==> src/rtl/regfile_ctrl.sv <==
`default_nettype none
// ============================================================================
// Module : regfile_ctrl
// Brief  : Command sequencer that drives the write/read ports of an 8x32
//          register file (LOAD / ADD / READ / CLEAR).
// Rev    : 1.0
// ============================================================================
module regfile_ctrl #(
  parameter int DATA_W = 32,
  parameter int ADDR_W = 3
) (
  input  logic              clk,
  input  logic              reset,
  input  logic              cmd_valid,
  output logic              cmd_ready,
  input  logic [1:0]        cmd_op,
  input  logic [ADDR_W-1:0] cmd_rd,
  input  logic [ADDR_W-1:0] cmd_rs1,
  input  logic [ADDR_W-1:0] cmd_rs2,
  input  logic [DATA_W-1:0] cmd_imm,
  output logic              rf_we,
  output logic [ADDR_W-1:0] rf_wAddr,
  output logic [DATA_W-1:0] rf_wData,
  output logic [ADDR_W-1:0] rf_rAddr,
  input  logic [DATA_W-1:0] rf_rData,
  output logic              res_valid,
  input  logic              res_ready,
  output logic [DATA_W-1:0] res_data,
  output logic              busy
);

  localparam logic [1:0]        OP_LOAD  = 2'b00;
  localparam logic [1:0]        OP_ADD   = 2'b01;
  localparam logic [1:0]        OP_READ  = 2'b10;
  localparam logic [1:0]        OP_CLEAR = 2'b11;
  localparam logic [ADDR_W-1:0] LAST_REG = {ADDR_W{1'b1}};

  typedef enum logic [2:0] {
    IDLE = 3'd0,
    RD1  = 3'd1,
    RD2  = 3'd2,
    WR   = 3'd3,
    CLR  = 3'd4,
    RESP = 3'd5
  } state_t;

  state_t              state;
  logic [1:0]          op_q;
  logic [ADDR_W-1:0]   rd_q;
  logic [ADDR_W-1:0]   rs1_q;
  logic [ADDR_W-1:0]   rs2_q;
  logic [ADDR_W-1:0]   cnt;
  logic [DATA_W-1:0]   imm_q;
  logic [DATA_W-1:0]   a_q;
  logic [DATA_W-1:0]   s_q;
  logic                wr_active;

  assign cmd_ready = (state == IDLE) && !reset;
  assign busy      = (state != IDLE);
  assign res_valid = (state == RESP);

  // Gating with reset keeps an aborted CLEAR/WR from landing its final write.
  assign wr_active = ((state == WR) || (state == CLR)) && !reset;
  assign rf_we     = wr_active;

  always_comb begin
    rf_wAddr = '0;
    rf_wData = '0;
    if (wr_active) begin
      if (state == CLR) begin
        rf_wAddr = cnt;
      end else begin
        rf_wAddr = rd_q;
        rf_wData = (op_q == OP_LOAD) ? imm_q : s_q;
      end
    end
  end

  always_comb begin
    rf_rAddr = '0;
    case (state)
      RD1:     rf_rAddr = rs1_q;
      RD2:     rf_rAddr = rs2_q;
      default: rf_rAddr = '0;
    endcase
  end

  always_ff @(posedge clk) begin
    if (reset) begin
      state    <= IDLE;
      cnt      <= '0;
      res_data <= '0;
    end else begin
      case (state)
        IDLE: begin
          if (cmd_valid) begin
            op_q  <= cmd_op;
            rd_q  <= cmd_rd;
            rs1_q <= cmd_rs1;
            rs2_q <= cmd_rs2;
            imm_q <= cmd_imm;
            case (cmd_op)
              OP_LOAD:  state <= WR;
              OP_ADD:   state <= RD1;
              OP_READ:  state <= RD1;
              OP_CLEAR: begin
                state <= CLR;
                cnt   <= '0;
              end
              default:  state <= IDLE;
            endcase
          end
        end
        RD1: begin
          if (op_q == OP_ADD) begin
            a_q   <= rf_rData;
            state <= RD2;
          end else begin
            res_data <= rf_rData;
            state    <= RESP;
          end
        end
        RD2: begin
          s_q   <= a_q + rf_rData;
          state <= WR;
        end
        WR: state <= IDLE;
        CLR: begin
          cnt <= cnt + 1'b1;
          if (cnt == LAST_REG) state <= IDLE;
        end
        RESP: begin
          if (res_ready) state <= IDLE;
        end
        default: state <= IDLE;
      endcase
    end
  end

endmodule
`default_nettype wire
==> config.mk <==
export PLATFORM = sky130hd
export DESIGN_NAME = regfile_ctrl
export DESIGN_NICKNAME = d
export VERILOG_FILES = /design/src/rtl/regfile_ctrl.sv
export SDC_FILE = /design/constraint.sdc
export NUM_CORES = 1
export LEC_CHECK = 0
export ABC_AREA = 0
export CORE_AREA = 10 10 152 154
export DETAILED_ROUTE_END_ITERATION = 6
export DIE_AREA = 0 0 162 164
export SLEW_MARGIN = 20
export SYNTH_ARGS = -nofsm -noshare
export SYNTH_HDL_FRONTEND = slang
export SYNTH_SLANG_ARGS = --single-unit
==> constraint.sdc <==
create_clock -name clk -period 3.1 [get_ports clk]
set_input_delay 0.31 -clock clk [delete_from_list [all_inputs] [get_ports clk]]
set_output_delay 0.31 -clock clk [all_outputs]
set_load 0.05 [all_outputs]
Word-level counts from Yosys, hierarchy flattened
Index checks and enable logic that the tools add are counted.
- add/subtract/negate cells: 2
- multiplexer cells: 15
- equality and inequality tests: 14
- bitwise logic cells: 2
- reductions and logical operators: 16
- operator list (kind ; number):
    32-bit two-way mux ; 3
    32-bit adder ; 1
    3-bit two-way mux ; 8
    3-bit case mux with 5 select lines ; 1
    3-bit case mux with 2 select lines ; 2
    3-bit AND reduction ; 4
    3-bit == test, second input constant ; 3
    3-bit case mux with 3 select lines ; 1
    3-bit by 2-bit == test with 1-bit output, second input constant ; 2
    2-bit by 1-bit != test with 1-bit output, second input constant ; 3
    2-bit by 1-bit == test with 1-bit output, second input constant ; 2
    2-bit == test, second input constant ; 2
    2-bit logical NOT ; 2
    2-bit AND reduction ; 2
    3-bit by 1-bit adder with 3-bit output, second input constant ; 1
    3-bit by 1-bit == test with 1-bit output, second input constant ; 1
    3-bit logical NOT ; 1
    3-bit nonzero test ; 1
    1-bit logical AND ; 2
    2-bit != test, second input constant ; 1
    1-bit inverter ; 2
    2-bit nonzero test ; 1
    2-bit OR reduction ; 1
    1-bit logical NOT ; 1
    1-bit logical OR ; 1
- output and inout port bits: 74
- register bits after elaboration: 145
- bits of input ports: 79
- word-level logic and storage cells: 59

Longest topological paths before layout
Gate-level depths: netlist of the first run.
- depth in word-level cells: 5
- mapped depth: 9

Least setup slack after synthesis of the first run
Ideal clock, no wire load.
- path type: register to register
- start: register state[2]
- end: register imm_q[0], enable pin
- arrival: 3.435 ns
- path slack: -0.739 ns
- period minus slack after synthesis: 3.839 ns
- cell stages (with the launch flop): 5
- required time: 2.696 ns
- cells stage by stage: dfxtp_1 > clkbuf_1 > clkbuf_1 > nor4_1 > and2_1
- longest elaborated chain between the ends: 2
- ends and longest elaborated chain (what ; RTL line ; text):
    start, declared ; 47 ; state_t state;
    start signal, assigned ; 90 ; state <= IDLE;
    start signal, assigned ; 103 ; OP_LOAD: state <= WR;
    start signal, assigned ; 104 ; OP_ADD: state <= RD1;
    3-bit logical NOT ; 94 ; case (state)
    3-bit AND reduction (no line) ; - ;
    end signal, assigned ; 101 ; imm_q <= cmd_imm;
    end, declared ; 53 ; logic [DATA_W-1:0] imm_q;
No other way between the ends.
A chain may end at the register's enable or synchronous reset.

Worst setup path after layout of the first run
- start: register a_q[0]
- end: register s_q[26] (data pin)
- longest elaborated chain between the ends: 1
- ends and longest elaborated chain (what ; RTL line ; text):
    start, declared ; 54 ; logic [DATA_W-1:0] a_q;
    start signal, assigned ; 116 ; a_q <= rf_rData;
    32-bit adder ; 124 ; s_q <= a_q + rf_rData;
    end signal, assigned ; 124 ;
    end, declared ; 55 ; logic [DATA_W-1:0] s_q;
No other way between the ends.

==> results of run 1 <==
state kept, by name, indices dropped and copies added (netlist names):
register / flops
state: 3
rs1_q: 3
a_q: 32
imm_q: 32
op_q: 2
rd_q: 3
res_data: 32
rs2_q: 3
cnt: 3
s_q: 32
metrics by stage:
stage | TNS [ps] | setup slack [ps]
after detailed placement | -189 | -87.0
after global placement | 0 | 24.2
final | 0 | 321
after floorplan | 0 | 306
after global routing | 0 | 65.3
after CTS | 0 | 304
worst paths after layout:
path	slack (ps)	to	cells after the start	start
setup / recovery	320	s_q[26]	9	a_q[0]
hold / removal	430	rs2_q[2]	1	cmd_rs2[2]
setup reg to reg	320	s_q[26]	9	a_q[0]
hold reg to reg	460	res_data[21]	2	res_data[21]
layout make-up:
class	count	share of cell area, %
sequential	145	40.5
multi-input combinational	485	28.6
timing repair buffer	177	21.2
clock buffer	22	4.95
tap	270	3.44
clock inverter	10	1.03
inverter	6	0.230
power by group through the flow:
| stage | Sequential [mW] | Combinational, mW | Clock (mW) |
|---|---|---|---|
| after detailed placement | 2.28 | 0.898 | 0 |
| after global routing | 2.25 | 0.976 | 2.13 |
| final | 2.24 | 0.893 | 2.00 |
| after CTS | 2.24 | 0.904 | 2.05 |
| after floorplan | 2.37 | 0.439 | 0 |
| after global placement | 2.28 | 0.894 | 0 |
cell usage in the layout (no fill, tap or decap), types with 17 or more instances in the layout:
cell type,synthesis,final
clkdlybuf4s50_1,0,115
xnor2_1,22,22
a21o_1,17,17
clkbuf_16,0,18
a21oi_1,99,99
edfxtp_1,107,107
buf_12,0,37
nor2_1,39,37
dfxtp_1,38,38
buf_4,0,25
nand2_1,157,157
ha_1,33,33
logic make-up after synthesis:
logic type,count (synthesis),share of synthesized area (%)
fa+ha+maj,34,6.26
flops,145,57.5
buf+inv,39,2.12
compound gates,175,15.3
mux,1,0.145
simple gates,245,14.9
xor+xnor,30,3.80
worst register-to-register path: stages (launching register included):
cell and delay (ps):
edfxtp_1 370, ha_1 240, fa_1 400, a21o_1 220
a221oi_2 350, nor3_1 120, o31ai_2 340, o41ai_2 150
a31oi_1 250, xnor2_1 100
routing by layer:
| metal | wire [um] | GRT usage, % |
|---|---|---|
| met1 | 8540 | 18.0 |
| met2 | 8450 | 21.7 |
| met3 | 1140 | 4.51 |
| met4 | 242 | 4.26 |
| met5 | 0 | 0 |
==> metrics.md, run 1 <==
| Metric | Value |
|---|---|
| Clock power share | 38.9% |
| Clock tree from TritonCTS | yes |
| Cells after Synth | 669 |
| Drt first pass iters | 5 |
| Unrepaired setup endpoints after global routing | false |
| Post-layout power | 5.13 mW |
| Hold Vio Cnt, Final | 0 |
| Hpwl dp | 14.0 mm |
| Seq pwr share | 43.7% |
| Final Cycle Share | 89.6% |
| Slowest-stage cell, CP | fa_1 |
| WL final | 18.4 mm |
| Initial antenna violation count | 0 |
| Die area | 26600 um2 |
| Worst path required time | 3270 ps |
| Post-synth top flop | edfxtp_1 |
| Layout area overhead | 41.9% |
| Avg Inst Size Synth | 10.3 um2 |
| CP max stage delay | 400 ps |
| Final Util | 49.0% |
| Setup-failing EPs final | 0 |
| Clk slew on worst S/H paths | 70 ps |
| Cell-internal power | 3.76 mW |
| PostCTS Resize Cnt | 0 |
| Synth area leaders | edfxtp_1 46%, dfxtp_1 11%, nand2_1 8.5% |
| Logic pwr share | 17.4% |
| Yosys warnings | 0 |
| Post-synthesis net count | 782 |
| Share of layout cells above drive strength 1 | 12.3% |
| Switch Pwr | 1.37 mW |
| Via density | 4.77 |
| Gpl congestion | 0.868 |
| Clock Skews | 14.6 ps |
| Pin count of the biggest net entering global routing | 44 |
| Period minus WS final | 2780 ps |
| Post-synth top cells | 157 x nand2_1, 107 x edfxtp_1, 99 x a21oi_1 |
| Worst setup EP type | flop |
| Root buf cell | clkbuf_16 |
| Core box area | 20000 um2 |
| Maximum VDD drop | 0.378 mV |
| # Max-Cap Violations | 0 |
| DIE HEIGHT | 164 um |
| Routed wire per std cell | 16.5 um |
| Antenna Nets Post-Route | 0 |
| Pwr Density | 523 nW/um2 |
| Fill count | 1887 |
| Vias in the first global route | 5268 |
| CTS HTree Levels | 4 |
| Nets | 945 |
| I/O Buffers | 152 |
| Top-count cell post-synth | nand2_1 |
| Clock Sinks | 145 |
| Critical path start-end classification | flop to flop |
| Cell Area, Placed | 9220 um2 |
| Slew @ Worst Pin | 611 ps |
| Leakage power | 3.63 nW |
| Unique cell type count in the Yosys netlist | 46 |
| Async SR Flop Fraction | 0% |
| First-pass GRT wire length | 29.1 mm |
| Fmax | 360 MHz |
| N_diodes | 0 |
| DRC viols | 0 |
| Post-route insts no fill | 1115 |
| Cell taking the most area after synthesis | edfxtp_1 |
| Critical Path Start Type | flop |
| Skew-Pair Late Insertion Delay | 420 ps |
| Min-delay worst type | primary input to flop |
| Seq. cell area | 3970 um2 |
| Netlist Area Pre-Place | 6910 um2 |
| Vias | 5324 |
| Design area | 9810 um2 |
| Worst hold slack | 433 ps |
| Critical path arrival | 2940 ps |
| Yosys top cell area share | 46.5% |
| Hold buffer count at CTS | 0 |
| Crit path cell chain | ha_1, fa_1, a21o_1, a221oi_2, nor3_1, o31ai_2, o41ai_2, a31oi_1, xnor2_1 |
| Post-synth EDFFs | 107 |
| Grt total ovfl | 0 |
| Switch share | 26.7% |
| Area occupied by multi-input gates | 2810 um2 |
| Chip width | 162 um |
| CP Buf/Inv Count | 0 |
| Outcome | finished, final reports clean |
| Sequential fraction of the synthesis area | 57.5% |
| Placement Rows | 52 |
| 1st-iter DRT viols | 297 |
| Placed insts | 1083 |
| CTS buffer count | 17 |
| Crit-path leading delay family | compound AO/OA/AOI/OAI gates |
| Register bit total from synthesis | 145 |
| Initial Utilization | 34.5% |
| Pins Over Slew Limit | 0 |
| Worst-case clock buffer depth | 2 |
| CP Max Fanout | 3 |
| Max_slew headroom | 59.2% |
| IO Count | 153 |
| Setup Buffers After CTS | 0 |
| GRT Total Usage | 13.9% |
No activity file was read; power rests on OpenSTA's default activity.
==> inputs of run 2 (changes only) <==
- ABC_AREA: 0 -> default
==> results of run 2 <==
No change in the layout: final DEF, timing and power equal those of run 1.
